--- src/rtl/apb_master_bridge.sv ---
// ---------------------------------------------------------------------------
// apb_master_bridge
//
// Purpose:
//   Turns a valid/ready command stream into APB3 transfers. Only one transfer
//   is outstanding at a time. Each command returns exactly one response on a
//   valid/ready response channel. The bridge is the requester on the APB bus
//   and drives the slave directly.
//
// Optional feature (macro APB_TIMEOUT_EN):
//   When APB_TIMEOUT_EN is defined, a wait-state counter aborts an ACCESS
//   phase that has waited TIMEOUT_CYCLES cycles and still sees pready low.
//   The aborted transfer returns rsp_err = 1 and rsp_rdata = 0.
//   When APB_TIMEOUT_EN is undefined, ACCESS waits for pready indefinitely.
//
// Parameters:
//   ADDR_W          width of cmd_addr / paddr
//   DATA_W          width of cmd_wdata / pwdata / prdata / rsp_rdata
//   TIMEOUT_CYCLES  wait-state limit before an abort (timeout build, >= 1)
//
// Ports:
//   pclk, prst                    clock and synchronous active-high reset
//   cmd_valid / cmd_ready         command handshake (cmd_ready combinational)
//   cmd_write/cmd_addr/cmd_wdata  command payload, sampled on acceptance
//   rsp_valid / rsp_ready         response handshake
//   rsp_rdata / rsp_err           response payload (rdata is 0 for writes)
//   psel/penable/pwrite/paddr/pwdata   APB requester outputs (registered)
//   prdata/pready/pslverr              APB slave returns
// ---------------------------------------------------------------------------
module apb_master_bridge #(
  parameter int ADDR_W         = 8,
  parameter int DATA_W         = 8,
  parameter int TIMEOUT_CYCLES = 16
) (
  input  logic              pclk,
  input  logic              prst,
  input  logic              cmd_valid,
  output logic              cmd_ready,
  input  logic              cmd_write,
  input  logic [ADDR_W-1:0] cmd_addr,
  input  logic [DATA_W-1:0] cmd_wdata,
  output logic              rsp_valid,
  input  logic              rsp_ready,
  output logic [DATA_W-1:0] rsp_rdata,
  output logic              rsp_err,
  output logic              psel,
  output logic              penable,
  output logic              pwrite,
  output logic [ADDR_W-1:0] paddr,
  output logic [DATA_W-1:0] pwdata,
  input  logic [DATA_W-1:0] prdata,
  input  logic              pready,
  input  logic              pslverr
);

  typedef enum logic [1:0] {
    IDLE   = 2'd0,
    SETUP  = 2'd1,
    ACCESS = 2'd2,
    RESP   = 2'd3
  } state_t;

  // A zero or negative limit would make the abort fire on the very first
  // ACCESS cycle, so it is rejected when the design is elaborated.
  if (TIMEOUT_CYCLES < 1) begin : g_badTimeout
    $error("apb_master_bridge: TIMEOUT_CYCLES must be >= 1");
  end

  state_t            r_state;
  logic              r_psel;
  logic              r_penable;
  logic              r_pwrite;
  logic [ADDR_W-1:0] r_paddr;
  logic [DATA_W-1:0] r_pwdata;
  logic              r_rspValid;
  logic [DATA_W-1:0] r_rspRdata;
  logic              r_rspErr;

`ifdef APB_TIMEOUT_EN
  localparam int CW = $clog2(TIMEOUT_CYCLES + 1);
  localparam logic [CW-1:0] TIMEOUT_MAX = CW'(TIMEOUT_CYCLES);
  logic [CW-1:0] r_waitCount;
`endif

  // The bridge accepts commands only while IDLE. The !prst term stops a
  // command from being handshaked in the same cycle that reset wipes it.
  assign cmd_ready = (r_state == IDLE) && !prst;

  assign psel      = r_psel;
  assign penable   = r_penable;
  assign pwrite    = r_pwrite;
  assign paddr     = r_paddr;
  assign pwdata    = r_pwdata;
  assign rsp_valid = r_rspValid;
  assign rsp_rdata = r_rspRdata;
  assign rsp_err   = r_rspErr;

  // Single-process FSM. The bus and response outputs are registered here.
  // paddr, pwrite and pwdata keep the last command outside a transfer.
  // Only reset clears them.
  always_ff @(posedge pclk) begin
    if (prst) begin
      r_state    <= IDLE;
      r_psel     <= 1'b0;
      r_penable  <= 1'b0;
      r_pwrite   <= 1'b0;
      r_paddr    <= '0;
      r_pwdata   <= '0;
      r_rspValid <= 1'b0;
      r_rspRdata <= '0;
      r_rspErr   <= 1'b0;
`ifdef APB_TIMEOUT_EN
      r_waitCount <= '0;
`endif
    end else begin
      case (r_state)
        IDLE: begin
          if (cmd_valid) begin
            r_pwrite <= cmd_write;
            r_paddr  <= cmd_addr;
            r_pwdata <= cmd_wdata;
            r_psel   <= 1'b1;
            r_state  <= SETUP;
          end
        end

        SETUP: begin
          r_penable <= 1'b1;
          r_state   <= ACCESS;
`ifdef APB_TIMEOUT_EN
          r_waitCount <= '0;
`endif
        end

        ACCESS: begin
          if (pready) begin
            // A write always returns zero read data. This holds even if
            // the slave drives prdata during the write.
            r_rspRdata <= r_pwrite ? '0 : prdata;
            r_rspErr   <= pslverr;
            r_psel     <= 1'b0;
            r_penable  <= 1'b0;
            r_rspValid <= 1'b1;
            r_state    <= RESP;
          end
`ifdef APB_TIMEOUT_EN
          else if (r_waitCount == TIMEOUT_MAX) begin
            // The slave never answered. Drop the bus and report the error.
            r_rspRdata <= '0;
            r_rspErr   <= 1'b1;
            r_psel     <= 1'b0;
            r_penable  <= 1'b0;
            r_rspValid <= 1'b1;
            r_state    <= RESP;
          end else begin
            r_waitCount <= r_waitCount + CW'(1);
          end
`endif
        end

        RESP: begin
          if (rsp_ready) begin
            r_rspValid <= 1'b0;
            r_state    <= IDLE;
          end
        end

        default: begin
          r_state <= IDLE;
        end
      endcase
    end
  end

endmodule

--- config.mk ---
export PLATFORM = sky130hd
export DESIGN_NAME = apb_master_bridge
export DESIGN_NICKNAME = d
export VERILOG_FILES = /design/src/rtl/apb_master_bridge.sv
export SDC_FILE = /design/constraint.sdc
export NUM_CORES = 1
export LEC_CHECK = 0
export BUFFER_PORTS_ARGS = -buffer_cell sky130_fd_sc_hd__clkbuf_2
export CAP_MARGIN = 10
export CORE_UTILIZATION = 45
export CTS_CLUSTER_SIZE = 14
export DETAILED_ROUTE_END_ITERATION = 10
export GPL_ROUTABILITY_DRIVEN = 0
export GPL_TIMING_DRIVEN = 1
export HOLD_SLACK_MARGIN = 0.12
export PLACE_DENSITY = 0.79
export SKIP_CTS_REPAIR_TIMING = 1
export SYNTH_ARGS = -nofsm -noshare
export SYNTH_HDL_FRONTEND = slang
export SYNTH_SLANG_ARGS = --single-unit
--- constraint.sdc ---
create_clock -name pclk -period 1.8 [get_ports pclk]
set_clock_uncertainty 0.1 [all_clocks]
set_input_delay 0.09 -clock pclk [delete_from_list [all_inputs] [get_ports pclk]]
set_output_delay 0.09 -clock pclk [all_outputs]
set_load 0.005 [all_outputs]
==> summary.md, run 1 <==
| Metric | Value |
|---|---|
| Netlist cell types | `24` |
| Starting Density | `0.470` |
| Critical path data arrival time | `1.79 ns` |
| WHS Path Cells | `3` |
| Mapped Nets | `193` |
| Mux cell area share after synthesis | `0.0165` |
| Startpoint types | `register` |
| Worst r2r src | `r_state[0]$_SDFFE_PP0P_` |
| RSZ-0062 raised after global routing | `no` |
| R2R Path End | `r_state[0]$_SDFFE_PP0P_` |
| Synth Area per Inst | `8.25 um^2` |
| Clock Tree Root | `clkbuf_4` |
| Die footprint | `3080 um^2` |
| Worst slew slack as a fraction of its limit | `0.773` |
| Complex-gate fraction of the synthesized area | `0.133` |
| Die span in y | `55.5 um` |
| Largest family of logic cells by synthesized area | `simple AND/OR/NAND/NOR gates` |
| Simple-Gate Fraction of Synth Area | `0.274` |
| Ranking of synthesized cells by area | `dfxtp_1 (48%), nand2_1 (14%), a21oi_1 (11%)` |
| Dpl hpwl | `1920 um` |
| CP max FO | `6` |
| Routed length per placed instance | `12.1 um` |
| Synth Cell Area | `1290 um^2` |
| Vias in the first global route | `1075` |
| Clock Latency Late Sink | `0.31 ns` |
| WHS Endpoint | `rsp_err$_SDFFE_PP0P_` |
| Slew @ Worst Pin | `0.337 ns` |
| Status | `finished clean` |
| I/O Buffers | `60` |
| R2R cell count | `5` |
| Adder-cell share of the synthesized area | `0.0584` |
| # diodes | `0` |
| Mapped Cells | `156` |
| Critical Path End Type | `register` |
| First-pass GRT wire length | `4660 um` |
| Share of cells above drive strength 1 | `0.304` |
| Max Cap Violations | `0` |
| Largest net degree at the start of global routing | `33` |
| Setup tns final | `0 ns` |
| Placed insts | `243` |
| Slew Limit Fails | `0` |
| Core area | `2730 um^2` |
| Tot GR Track Use | `0.191` |
| Ys Warns | `0` |
| DRC | `0` |
| TritonCTS clock tree | `done` |
| VDD IR max | `819 uV` |
| Count of final hold-check violations | `0` |
| Flop-to-flop setup slack | `0.14 ns` |
| Antenna viol nets, final | `0` |
| H-tree levels | `2` |
| Total power | `2160 uW` |
| Fin Hold WS | `0.124 ns` |
| WP data required | `1.94 ns` |
| Final #Nets | `284` |
| Power per standard cell area | `1100 nW/um^2` |
| Cell area after layout | `1960 um^2` |
| Synthesized flop and latch total | `31` |
| Final setup fails | `0` |
| Pre-Repair DR Iteration Count | `6` |
| Register area share after synthesis | `0.482` |
| Final Critical Period | `1.66 ns` |
| DR vias | `1363` |
| Clk buf depth | `2` |
| Clock transition at path regs | `0.09 ns` |
| Num CTS Buffers | `5` |
| Via density | `4.90` |
| Hold Crit Class | `input port to register` |
| Max Fclk | `0.603 GHz` |
| Yosys top cell area share | `0.482` |
| I/O pins | `61` |
| Final wirelength | `3360 um` |
| Die width | `55.5 um` |
| Pleak | `0.000894 uW` |
| Syn-to-layout area delta | `52.3%` |
| Total grt overflow | `0` |
| Fin cells | `278` |
| Area after DPL | `1620 um^2` |
| Tcrit/Tclk final | `0.921` |
| Cell taking the most area after synthesis | `dfxtp_1` |
| 1st-iter DRT viols | `44` |
| FP Rows | `19` |
| Kind of critical path | `register to register` |
| Post-Synth XOR/XNOR Area | `0` |
| Initial antenna violation count | `0` |
| Hold Startpoint | `pready` |
| Sink Count | `31` |
[worst max-delay path by stage]
stage	from	to	slack, ns	depth (start not counted)
3_5_place_dp	r_state[0]$_SDFFE_PP0P_	r_state[0]$_SDFFE_PP0P_	0.17	5
6_report	r_state[0]$_SDFFE_PP0P_	r_state[0]$_SDFFE_PP0P_	0.14	5
3_3_place_gp	r_state[0]$_SDFFE_PP0P_	r_state[0]$_SDFFE_PP0P_	0.20	5
2_1_floorplan	r_state[0]$_SDFFE_PP0P_	r_state[0]$_SDFFE_PP0P_	0.25	5
5_1_grt	r_state[0]$_SDFFE_PP0P_	r_state[0]$_SDFFE_PP0P_	0.03	5
4_1_cts	r_state[0]$_SDFFE_PP0P_	pwrite$_SDFFE_PP0P_	0.14	6
[synthesized netlist by cell type (all sizes together)]
library cell  number
nand2             49
dfxtp             31
a21oi             28
nand4b             8
ha                 6
clkbuf             5
nor2b              4
buf                3
inv                3
nand2b             2
nand3              2
nor2               2
or2                2
a211oi             1
a32oi              1
and2               1
and3               1
mux2               1
mux2i              1
nor3               1
nor4               1
o21bai             1
o31ai              1
or4                1
[area by class of cell]
class	count	area (um^2)
sequential	31	621
tap	31	38.8
clock buffer	6	51.3
clock inverter	1	5.00
timing repair buffer	92	611
inverter	3	11.3
multi-input combinational	114	622
fill	227	774
[layer usage]
| layer | global-route usage | routed length, um | part of all wire |
|---|---|---|---|
| met4 | 0.0964 | 38 | 0.011 |
| met5 | 0 | 0 | 0 |
| met2 | 0.281 | 1740 | 0.52 |
| met1 | 0.249 | 1450 | 0.43 |
| met3 | 0.0632 | 138 | 0.041 |
[state kept, by name, summed over array words and instances (netlist names)]
register / flops
paddr: 8
pwdata: 8
rsp_rdata: 8
r_state: 2
penable: 1
psel: 1
pwrite: 1
rsp_err: 1
rsp_valid: 1
[placed cells by master (no fill, tap or decap), types with 3 or more instances in the layout]
cell type / n
clkbuf_2: 60
nand2_1: 49
dfxtp_1: 31
a21oi_1: 28
dlygate4sd3_1: 28
nand4b_1: 8
ha_1: 6
clkbuf_4: 5
nor2b_1: 4
buf_4: 4
inv_1: 3
[logic make-up (layout without fill, tap and decap cells)]
logic type | count (synthesis) | after routing
AO/OA/AOI/OAI | 32 | 32
flip-flops | 31 | 31
AND/OR/NAND/NOR | 74 | 74
adder cells (fa/ha/maj) | 6 | 6
buffers and inverters | 11 | 102
multiplexers | 2 | 2
[through the flow]
stage,util,setup slack (ns)
finish,0.717,0.142
global route,0.717,0.0326
CTS,0.614,0.143
detailed placement,0.593,0.170
floorplan,-,0.251
global placement,0.593,0.198
[power breakdown]
part	switching, uW	leakage, uW	internal, uW
Combinational	444	0.000606	401
Sequential	89.7	0.000253	826
Clock	217	0.0000341	181
[critical path: stages, from the launching register on]
cell     delay (ns)
dfxtp_1        0.38
inv_1          0.11
ha_1           0.27
nor2b_1        0.16
or4_1          0.49
o31ai_1        0.07
No activity file was read; power rests on OpenSTA's default activity.
==> run 2: changes to the inputs <==
CORE_ASPECT_RATIO = 1.1   (was unset)
==> run 2 against run 1 <==
Compared with the run above: sequential power up 0.4%; critical path depth unchanged; first-iteration DRC count unchanged; via count up 4.6%; global-route usage up 2.8 points; wire length up 10%; final area unchanged; sequential share of layout area unchanged; maximum frequency down 3.5%; total power up 1.7%; non-clock buffer count unchanged; clock power up 3%; critical path type unchanged; highest routed layer unchanged.
==> summary.md, run 2 (synthesized netlist as in run 1, its figures left out) <==
| Metric | Value |
|---|---|
| CP max FO | `6 (unchanged)` |
| Clk buf depth | `2 (unchanged)` |
| VDD IR max | `919 uV (+12%)` |
| Tcrit/Tclk final | `0.954 (+0.0330)` |
| I/O pins | `61 (unchanged)` |
| Fin util | `0.756 (+0.0395)` |
| Placed insts | `243 (unchanged)` |
| CP max stage delay | `0.49 ns (about the same)` |
| Cell-by-cell trace of the critical path | `inv_1 > ha_1 > nor2b_1 > or4_1 > o31ai_1` |
| Starting Density | `0.496 (+0.0259)` |
| WP data required | `1.95 ns (about the same)` |
| Slowest stage cell on the critical path | `or4_1` |
| Fin cells | `278 (unchanged)` |
| FP Rows | `19 (unchanged)` |
| Core area | `2590 um^2 (-5.2%)` |
| Max Fclk | `0.582 GHz (-3.5%)` |
| Startpoint types | `register` |
| Commonest non-fill, non-tap cell in the layout | `clkbuf_2` |
| Final wirelength | `3700 um (+10%)` |
| DRC | `0 (unchanged)` |
| Die width | `53.0 um (-4.5%)` |
| TritonCTS clock tree | `done` |
| Pleak | `0.000894 uW (unchanged)` |
| Sink Count | `31 (unchanged)` |
| Dpl hpwl | `2240 um (+17%)` |
| Slew @ Worst Pin | `0.328 ns (-0.00879 ns)` |
| Crit path from | `r_state[1]$_SDFFE_PP0P_` |
| Clock Tree Root | `clkbuf_4` |
| Count of final hold-check violations | `0 (unchanged)` |
| Setup tns final | `0 ns (unchanged)` |
| Max Cap Violations | `0 (unchanged)` |
| First-pass GRT wire length | `4890 um (+4.9%)` |
| Fin Hold WS | `0.108 ns (-0.0157 ns)` |
| Syn-to-layout area delta | `52.3% (unchanged)` |
| I/O Buffers | `60 (unchanged)` |
| Largest net degree at the start of global routing | `33 (unchanged)` |
| Routed length per placed instance | `13.3 um (+10%)` |
| 1st-iter DRT viols | `44 (unchanged)` |
| DR vias | `1426 (+4.6%)` |
| Final setup fails | `0 (unchanged)` |
| Antenna viol nets, final | `0 (unchanged)` |
| Tot GR Track Use | `0.219 (+0.0278)` |
| Gr busiest metal | `met2` |
| Met2 global-route usage | `0.378 (+0.0974)` |
| Critical path data arrival time | `1.87 ns (+0.08 ns)` |
| Num CTS Buffers | `5 (unchanged)` |
| Total grt overflow | `0 (unchanged)` |
| Die footprint | `3080 um^2 (about the same)` |
| Met3 usage | `0.0604 (-0.00286)` |
| Power per standard cell area | `1120 nW/um^2 (+1.7%)` |
| GR Layer Usage met1 | `0.233 (-0.0156)` |
| Clock transition at path regs | `0.09 ns (about the same)` |
| Most frequent cells in the layout | `clkbuf_2 (60), nand2_1 (49), dfxtp_1 (31), a21oi_1 (28), dlygate4sd3_1 (28)` |
| Hold Startpoint | `pready` |
| Final #Nets | `284 (unchanged)` |
| Initial antenna violation count | `0 (unchanged)` |
| # diodes | `0 (unchanged)` |
| Multi-input gate area | `622 um^2 (unchanged)` |
| Final Critical Period | `1.72 ns (+0.0594 ns)` |
| Register area | `621 um^2 (unchanged)` |
| CP delay by family, top | `simple AND/OR/NAND/NOR gates` |
| Worst Path Buf+Inv | `1 (unchanged)` |
| Die span in y | `58.1 um (+4.7%)` |
| Pre-Repair DR Iteration Count | `4 (-2)` |
| Slew Limit Fails | `0 (unchanged)` |
| Worst slew slack as a fraction of its limit | `0.781 (+0.00759)` |
| Hold Crit Class | `input port to register` |
| Via density | `5.13 (+4.6%)` |
| Status | `finished clean` |
| Critical Path End Type | `register` |
| Kind of critical path | `register to register` |
| Worst r2r src | `r_state[1]$_SDFFE_PP0P_` |
| Share of cells above drive strength 1 | `0.304 (unchanged)` |
| Clock Latency Late Sink | `0.33 ns (+0.02 ns)` |
| Fillers | `184 (-19%)` |
| H-tree levels | `2 (unchanged)` |
| Vias in the first global route | `1212 (+13%)` |
-- run 2: cell counts in the layout (fill, tap and decap cells not counted) --
No cell type changed its count.
-- run 2: layer usage --
layer,up-vias,wire length (um)
li1,709,-
met1,653,1450
met2,55,1960
met3,9,190
met4,0,95
met5,-,0
-- run 2: worst min-delay path, cell delays in order --
cell	delay [ns]
clkbuf_2	0.21
nand3_1	0.14
a21oi_1	0.05
-- run 2: report_power, final --
| part | switching, uW | internal (uW) | leakage, uW | total (uW) |
|---|---|---|---|---|
| Sequential | 93.8 | 826 | 0.000253 | 920 |
| Clock | 228 | 181 | 0.0000341 | 408 |
| Combinational | 463 | 403 | 0.000606 | 866 |
-- run 2: stage by stage --
step | instance area (um^2) | setup slack, ns | total power, uW
2_1_floorplan | 1290 | 0.251 | 1430
3_3_place_gp | 1620 | 0.215 | 1680
3_5_place_dp | 1620 | 0.122 | 1740
4_1_cts | 1680 | 0.100 | 2150
5_1_grt | 1960 | -0.0120 | 2350
6_report | 1960 | 0.0830 | 2190
-- run 2: path summary, 6_finish.rpt --
kind,to,slack [ns],depth (start not counted)
setup / recovery,r_state[0]$_SDFFE_PP0P_,0.08,5
hold / removal,rsp_err$_SDFFE_PP0P_,0.11,3
setup reg to reg,r_state[0]$_SDFFE_PP0P_,0.08,5
hold reg to reg,rsp_rdata[6]$_SDFFE_PP0P_,0.36,2
-- run 2: cell type report --
type / instances / share of cell area
tap: 31 / 0.0198
clock buffer: 6 / 0.0262
sequential: 31 / 0.317
clock inverter: 1 / 0.00255
multi-input combinational: 114 / 0.317
timing repair buffer: 92 / 0.312
inverter: 3 / 0.00575
